<file path="config.mk">
export PLATFORM = sky130hd
export DESIGN_NAME = hilo_muldiv_seq_flat
export DESIGN_NICKNAME = d
export VERILOG_FILES = /design/src/rtl/hilo_muldiv_seq_if.sv /design/src/rtl/hilo_muldiv_seq.sv /design/src/flat_wrapper.sv
export SDC_FILE = /design/constraint.sdc
export NUM_CORES = 1
export LEC_CHECK = 0
export BUFFER_PORTS_ARGS = -buffer_cell sky130_fd_sc_hd__buf_2
export CAP_MARGIN = 20
export CORE_MARGIN = 4
export CORE_UTILIZATION = 25
export DETAILED_ROUTE_END_ITERATION = 12
export PLACE_DENSITY_LB_ADDON = 0.05
export REMOVE_ABC_BUFFERS = 1
export SKIP_CTS_REPAIR_TIMING = 1
export SLEW_MARGIN = 0
export SYNTH_ARGS = -nofsm -noshare
export SYNTH_HDL_FRONTEND = slang
export SYNTH_SLANG_ARGS = --single-unit
</file>
<file path="constraint.sdc">
create_clock -name clk -period 3.1 [get_ports clk]
set_clock_uncertainty 0.1 [all_clocks]
set_input_delay 0.465 -clock clk [delete_from_list [all_inputs] [get_ports clk]]
set_output_delay 0.465 -clock clk [all_outputs]
set_load 0.03 [all_outputs]
</file>
<file path="src/rtl/hilo_muldiv_seq_if.sv">
// Purpose: handshake and read-back bundle between EXE and the HI/LO
//          multiply/divide sequencer.
// Ports (as signals of the bundle):
//   md_valid/md_op/md_src1/md_src2/md_cancel : EXE -> sequencer request
//   md_ready/md_busy/md_done                 : sequencer status
//   hi_rdata/lo_rdata                        : current HI/LO registers
// Modports: master = EXE side, slave = sequencer side.
interface hilo_muldiv_seq_if #(
  parameter int XLEN = 32
);
  logic            md_valid;
  logic [2:0]      md_op;
  logic [XLEN-1:0] md_src1;
  logic [XLEN-1:0] md_src2;
  logic            md_cancel;
  logic            md_ready;
  logic            md_busy;
  logic            md_done;
  logic [XLEN-1:0] hi_rdata;
  logic [XLEN-1:0] lo_rdata;

  modport master (
    output md_valid, md_op, md_src1, md_src2, md_cancel,
    input  md_ready, md_busy, md_done, hi_rdata, lo_rdata
  );

  modport slave (
    input  md_valid, md_op, md_src1, md_src2, md_cancel,
    output md_ready, md_busy, md_done, hi_rdata, lo_rdata
  );
endinterface

</file>
<file path="src/rtl/hilo_muldiv_seq.sv">
// Purpose: iterative radix-2 multiply/divide sequencer that owns the HI/LO
//          register pair (MULT/MULTU/DIV/DIVU/MTHI/MTLO).
// Ports:
//   clk   : rising-edge clock
//   reset : asynchronous, active-low reset
//   md    : slave side of hilo_muldiv_seq_if (request, status, HI/LO)
module hilo_muldiv_seq #(
  parameter int XLEN  = 32,
  parameter int CNT_W = $clog2(XLEN)
) (
  input  logic                  clk,
  input  logic                  reset,
  hilo_muldiv_seq_if.slave      md
);

  typedef enum logic [1:0] {S_IDLE, S_MUL, S_DIV, S_FIX} state_e;

  state_e            state_q, state_d;
  logic [CNT_W-1:0]  cnt_q, cnt_d;
  logic [2*XLEN-1:0] acc_q, acc_d;
  logic [XLEN-1:0]   opb_q, opb_d;
  logic [XLEN-1:0]   hi_q, hi_d;
  logic [XLEN-1:0]   lo_q, lo_d;
  logic              is_mul_q, is_mul_d;
  logic              neg_lo_q, neg_lo_d;
  logic              neg_hi_q, neg_hi_d;
  logic              done_q, done_d;

  logic              accept;
  logic              src1_neg, src2_neg;
  logic [XLEN-1:0]   abs1, abs2;
  logic [XLEN:0]     add_sum;
  logic [2*XLEN-1:0] mul_next;
  logic [XLEN:0]     rem_sh;
  logic              rem_ge;
  logic [XLEN-1:0]   rem_sub;
  logic [2*XLEN-1:0] div_next;
  logic [2*XLEN-1:0] neg_full;
  logic [XLEN-1:0]   fix_hi, fix_lo;

  assign accept   = md.md_valid & (state_q == S_IDLE) & ~md.md_cancel;
  assign src1_neg = md.md_src1[XLEN-1];
  assign src2_neg = md.md_src2[XLEN-1];
  assign abs1     = src1_neg ? -md.md_src1 : md.md_src1;
  assign abs2     = src2_neg ? -md.md_src2 : md.md_src2;

  // Shift-add step: acc = {partial high, remaining multiplier bits}; the carry
  // out of the add becomes the new top bit as the whole pair shifts right.
  assign add_sum  = {1'b0, acc_q[2*XLEN-1:XLEN]} + (acc_q[0] ? {1'b0, opb_q} : '0);
  assign mul_next = {add_sum, acc_q[XLEN-1:1]};

  // Restoring step: acc = {remainder, dividend/quotient}. The shifted
  // remainder needs one extra bit before the compare.
  assign rem_sh   = acc_q[2*XLEN-1:XLEN-1];
  assign rem_ge   = rem_sh >= {1'b0, opb_q};
  assign rem_sub  = rem_sh[XLEN-1:0] - opb_q;
  assign div_next = {(rem_ge ? rem_sub : rem_sh[XLEN-1:0]), acc_q[XLEN-2:0], rem_ge};

  // Products need a full-width negate so the borrow crosses into HI;
  // quotient and remainder are negated independently.
  assign neg_full = -acc_q;
  always_comb begin
    fix_hi = acc_q[2*XLEN-1:XLEN];
    fix_lo = acc_q[XLEN-1:0];
    if (is_mul_q) begin
      if (neg_lo_q) begin
        fix_hi = neg_full[2*XLEN-1:XLEN];
        fix_lo = neg_full[XLEN-1:0];
      end
    end else begin
      if (neg_hi_q) fix_hi = -acc_q[2*XLEN-1:XLEN];
      if (neg_lo_q) fix_lo = -acc_q[XLEN-1:0];
    end
  end

  // Next-state logic: issue decode in IDLE, one iteration per cycle in
  // MUL/DIV, sign fix and HI/LO write in FIX; cancel aborts any busy state.
  always_comb begin
    state_d  = state_q;
    cnt_d    = cnt_q;
    acc_d    = acc_q;
    opb_d    = opb_q;
    hi_d     = hi_q;
    lo_d     = lo_q;
    is_mul_d = is_mul_q;
    neg_lo_d = neg_lo_q;
    neg_hi_d = neg_hi_q;
    done_d   = 1'b0;
    unique case (state_q)
      S_IDLE: begin
        if (accept) begin
          unique case (md.md_op)
            3'b000, 3'b001: begin
              state_d  = S_MUL;
              cnt_d    = '0;
              is_mul_d = 1'b1;
              opb_d    = md.md_op[0] ? md.md_src1 : abs1;
              acc_d    = {{XLEN{1'b0}}, (md.md_op[0] ? md.md_src2 : abs2)};
              neg_lo_d = ~md.md_op[0] & (src1_neg ^ src2_neg);
              neg_hi_d = ~md.md_op[0] & (src1_neg ^ src2_neg);
            end
            3'b010, 3'b011: begin
              cnt_d    = '0;
              is_mul_d = 1'b0;
              if (md.md_src2 == '0) begin
                // Divide by zero skips the iterations: HI keeps the raw dividend.
                state_d  = S_FIX;
                acc_d    = {md.md_src1, {XLEN{1'b1}}};
                neg_lo_d = 1'b0;
                neg_hi_d = 1'b0;
              end else begin
                state_d  = S_DIV;
                opb_d    = md.md_op[0] ? md.md_src2 : abs2;
                acc_d    = {{XLEN{1'b0}}, (md.md_op[0] ? md.md_src1 : abs1)};
                neg_lo_d = ~md.md_op[0] & (src1_neg ^ src2_neg);
                neg_hi_d = ~md.md_op[0] & src1_neg;
              end
            end
            3'b100:  hi_d = md.md_src1;
            3'b101:  lo_d = md.md_src1;
            default: ;
          endcase
        end
      end
      S_MUL, S_DIV: begin
        if (md.md_cancel) begin
          state_d = S_IDLE;
        end else begin
          acc_d = (state_q == S_MUL) ? mul_next : div_next;
          cnt_d = cnt_q + CNT_W'(1);
          if (cnt_q == CNT_W'(XLEN-1)) state_d = S_FIX;
        end
      end
      S_FIX: begin
        state_d = S_IDLE;
        if (!md.md_cancel) begin
          hi_d   = fix_hi;
          lo_d   = fix_lo;
          done_d = 1'b1;
        end
      end
      default: state_d = S_IDLE;
    endcase
  end

  always_ff @(posedge clk or negedge reset) begin
    if (!reset) begin
      state_q  <= S_IDLE;
      cnt_q    <= '0;
      acc_q    <= '0;
      opb_q    <= '0;
      hi_q     <= '0;
      lo_q     <= '0;
      is_mul_q <= 1'b0;
      neg_lo_q <= 1'b0;
      neg_hi_q <= 1'b0;
      done_q   <= 1'b0;
    end else begin
      state_q  <= state_d;
      cnt_q    <= cnt_d;
      acc_q    <= acc_d;
      opb_q    <= opb_d;
      hi_q     <= hi_d;
      lo_q     <= lo_d;
      is_mul_q <= is_mul_d;
      neg_lo_q <= neg_lo_d;
      neg_hi_q <= neg_hi_d;
      done_q   <= done_d;
    end
  end

  assign md.md_ready = (state_q == S_IDLE);
  assign md.md_busy  = (state_q != S_IDLE);
  assign md.md_done  = done_q;
  assign md.hi_rdata = hi_q;
  assign md.lo_rdata = lo_q;

endmodule

</file>
<file path="src/flat_wrapper.sv">
// flat-port wrapper written by rule: the top's interface ports become plain ports
module hilo_muldiv_seq_flat 
#(
  parameter int XLEN  = 32,
  parameter int CNT_W = $clog2(XLEN)
)
  (clk, reset, md_md_valid, md_md_op, md_md_src1, md_md_src2, md_md_cancel, md_md_ready, md_md_busy, md_md_done, md_hi_rdata, md_lo_rdata);
  hilo_muldiv_seq_if #(.XLEN(XLEN)) md_i ();
  input  logic clk;
  input  logic reset;
  input wire logic [$bits(md_i.md_valid)-1:0] md_md_valid;
  input wire logic [$bits(md_i.md_op)-1:0] md_md_op;
  input wire logic [$bits(md_i.md_src1)-1:0] md_md_src1;
  input wire logic [$bits(md_i.md_src2)-1:0] md_md_src2;
  input wire logic [$bits(md_i.md_cancel)-1:0] md_md_cancel;
  output wire logic [$bits(md_i.md_ready)-1:0] md_md_ready;
  output wire logic [$bits(md_i.md_busy)-1:0] md_md_busy;
  output wire logic [$bits(md_i.md_done)-1:0] md_md_done;
  output wire logic [$bits(md_i.hi_rdata)-1:0] md_hi_rdata;
  output wire logic [$bits(md_i.lo_rdata)-1:0] md_lo_rdata;
  assign md_i.md_valid = md_md_valid;
  assign md_i.md_op = md_md_op;
  assign md_i.md_src1 = md_md_src1;
  assign md_i.md_src2 = md_md_src2;
  assign md_i.md_cancel = md_md_cancel;
  assign md_md_ready = md_i.md_ready;
  assign md_md_busy = md_i.md_busy;
  assign md_md_done = md_i.md_done;
  assign md_hi_rdata = md_i.hi_rdata;
  assign md_lo_rdata = md_i.lo_rdata;
  hilo_muldiv_seq #(.XLEN(XLEN), .CNT_W(CNT_W)) u_core (.clk(clk), .reset(reset), .md(md_i));
endmodule
</file>
==> results.sh <==
export IMPL_syn_area_per_cell_sq_um=7.701
export IMPL_grt_pass1_wl_microns=112400
export IMPL_first_global_vias=16848
export IMPL_cap_violations=0
export IMPL_grt_max_degree=102
export IMPL_whs_ps=183.1
export IMPL_io_buffers=137
export IMPL_start_util=0.2523
export IMPL_slowest_delay_ps=550
export IMPL_overflow=0
export IMPL_synth_ff_type="dfrtp_1"
export IMPL_rsz0062_at_grt="yes"
export IMPL_synth_area_sq_um=15230
export IMPL_wl_microns=76920
export IMPL_powerDensity_nw_per_um2=1114
export IMPL_vias=17016
export IMPL_first_pass_iters=5
export IMPL_pre_cts_slack_ps=-578.7
export IMPL_final_cell_area_sq_um=22090
export IMPL_hold_start="md_md_cancel"
export IMPL_die_x_microns=254.8
export IMPL_path_delay_family="simple AND/OR/NAND/NOR gates"
export IMPL_ioPinCount=138
export IMPL_hold_path_class="input port to flop"
export IMPL_worstSetupPathType="flop to flop"
export IMPL_violations="negative setup slack"
export IMPL_drv_slew=0
export IMPL_grt_total_usage=0.2336
export IMPL_fillers=6341
export IMPL_final_layout_size_suffix_gt1_frac=0.3501
export IMPL_setup_viol=32
export IMPL_fp_dieH_microns=254.8
export IMPL_p_leak_nw=10.04
export IMPL_die_area_sq_um=64920
export IMPL_netlist_instances=1977
export IMPL_reg2reg_from="u_core.acc_q[12]"
export IMPL_routedWlPerCell_microns=23.39
export IMPL_ys_types=70
export IMPL_core_area_sq_um=60360
export IMPL_clock_sinks=171
export IMPL_ys_warn_count=0
export IMPL_ys_ff_latch=171
export IMPL_status="finished with violations"
export IMPL_area_growth_pct=45.10
export IMPL_clockBufferDepth=2
export IMPL_synth_area_leader_cell="dfrtp_1"
export IMPL_cts_max_level=4
export IMPL_fin_nets=2639
export IMPL_synth_edf_count=0
export IMPL_synthTopCellsByArea="dfrtp_1 28%, o21ai_0 6.0%, ha_1 6.0%"
export IMPL_slew_limit_headroom=0.3381
export IMPL_cts_tree="done"
export IMPL_critical_path_slowest_cell="or4b_4"
export IMPL_path_buf_inv=0
export IMPL_drc=0
export IMPL_required_ps=3400
export IMPL_drtIter0Drc=1201
export IMPL_clk_latency_ps=510
export IMPL_path_cells="or3_4 > or3_4 > or2_4 > or4b_4 > or2_4 > a22o_4 > o21ai_4 > xor2_2 > a211oi_2 > a21o_1"
export IMPL_cts_root_buffer="clkbuf_16"
export IMPL_worst_ep_arrival_time_ps=3690
export IMPL_final_min_clock_period_ps=3388
export IMPL_routed_via_density=5.174
export IMPL_setup_tns_ps=-3968
export IMPL_utilization=0.3660
export IMPL_hold_viol_final=0
export IMPL_startpoint="u_core.acc_q[12]"
export IMPL_end_kind="flop"
export IMPL_layout_commonest_cell="buf_4"
export IMPL_ant_nets=0
export IMPL_numCtsBuffers=17
export IMPL_dp_hpwl_microns=60020
export IMPL_start_kind="flop"
export IMPL_final_cell_mix="438 x buf_4, 203 x nand2_1, 200 x nor2_1"
export IMPL_cts_clk_slew_worst_paths_ps=70
export IMPL_vdd_drop_max_uv=418.5
export IMPL_synth_seq_area_share=0.2810
export IMPL_rows=90
export IMPL_period_share=1.093
export IMPL_cp_max_fo=4
export IMPL_placed_cell_area_sq_um=20030
export IMPL_antenna_found_initial=3
export IMPL_worst_slew_pin_slew_ps=989.2
export IMPL_async_reset_ff_frac=1.000
export IMPL_clock_fmax_mhz=295.2
export IMPL_fin_ws_ps=-288.0
export IMPL_yosysTopAreaCellShare=0.2810
export IMPL_gp_congestion=0.9133
-- final cells by class --
type / instances / area (sq um) / area share
well taps: 782 / 978.4 / 0.04429
flip-flops and latches: 171 / 4280 / 0.1937
multi-input cells: 1628 / 11440 / 0.5180
clock inverters: 13 / 143.9 / 0.006513
repair buffers: 615 / 4574 / 0.2071
diodes: 2 / 5.005 / 0.0002265
clock buffers: 18 / 439.2 / 0.01988
inverters: 60 / 227.7 / 0.01031
-- path summary, 6_finish.rpt --
check	to	slack (ps)	cells after the start
min reg2reg	u_core.cnt_q[4]	370	2
max reg2reg	u_core.md.hi_rdata[13]	-290	10
max in group asynchronous	u_core.acc_q[6]	1540	3
min	u_core.md.md_done	180	2
min in group asynchronous	u_core.acc_q[60]	450	2
max	u_core.md.hi_rdata[13]	-290	10
-- cell usage after synthesis, types with 8 or more instances --
cell      number
buf_1          9
ha_1          73
or3_1         18
clkbuf_1     107
xnor2_1       82
nor4_1        18
o21a_1         8
dfrtp_1      171
a211oi_1      65
a311oi_1       8
or2_2          9
o21bai_1      13
and2_1         8
mux2i_1       29
o211ai_1      16
mux2_2        32
a21o_1        69
nand4_1       13
nand2b_1      13
a221oi_1      11
xor2_1        88
and3_1        14
a22oi_1       11
nor3_1        46
a31oi_1       21
o21ai_1        8
a21oi_1      168
o31ai_1       20
nand3_1       37
o41ai_1       13
o21ai_0      183
nor2b_1       16
or4_1          8
nor2_1       222
inv_1         60
nand2_1      207
-- through the flow --
stage          total power, mW  std cells
6_report                 24.60       3289
3_5_place_dp             20.31       3221
2_1_floorplan            12.61       1858
4_1_cts                  22.80       3252
3_3_place_gp             20.39       3221
5_1_grt                  26.38       3289
-- cell families (layout without fill, tap and decap cells) --
logic type,Yosys count,in the layout,synth area share
flip-flops,171,171,0.2810
AO/OA/AOI/OAI,672,673,0.2787
buffers and inverters,179,706,0.04438
XOR/XNOR,170,170,0.09779
other,0,2,0
AND/OR/NAND/NOR,649,649,0.1928
adder cells (fa/ha/maj),75,75,0.06262
multiplexers,61,61,0.04273
-- power breakdown --
part           switching [mW]  internal [mW]
Clock                    1.13           1.21
Combinational            10.6           7.76
Sequential              0.687           3.22
Total                    12.4           12.2
-- sequential cells by signal, indices dropped and copies added (netlist names), 2 cells and up --
signal and flops:
u_core.acc_q 64, u_core.md.hi_rdata 32, u_core.md.lo_rdata 32, u_core.opb_q 32, u_core.cnt_q 5, u_core.state_q 2
-- layer usage --
layer | vias up | routed length (microns) | GRT usage | part of all wire
met5 | - | 0 | 0 | 0
met4 | 0 | 1245 | 0.05284 | 0.016
met3 | 64 | 3162 | 0.02845 | 0.041
met2 | 395 | 35430 | 0.3716 | 0.46
met1 | 8360 | 37090 | 0.3399 | 0.48
li1 | 8197 | - | - | -
(Power assumes the default switching activity.)
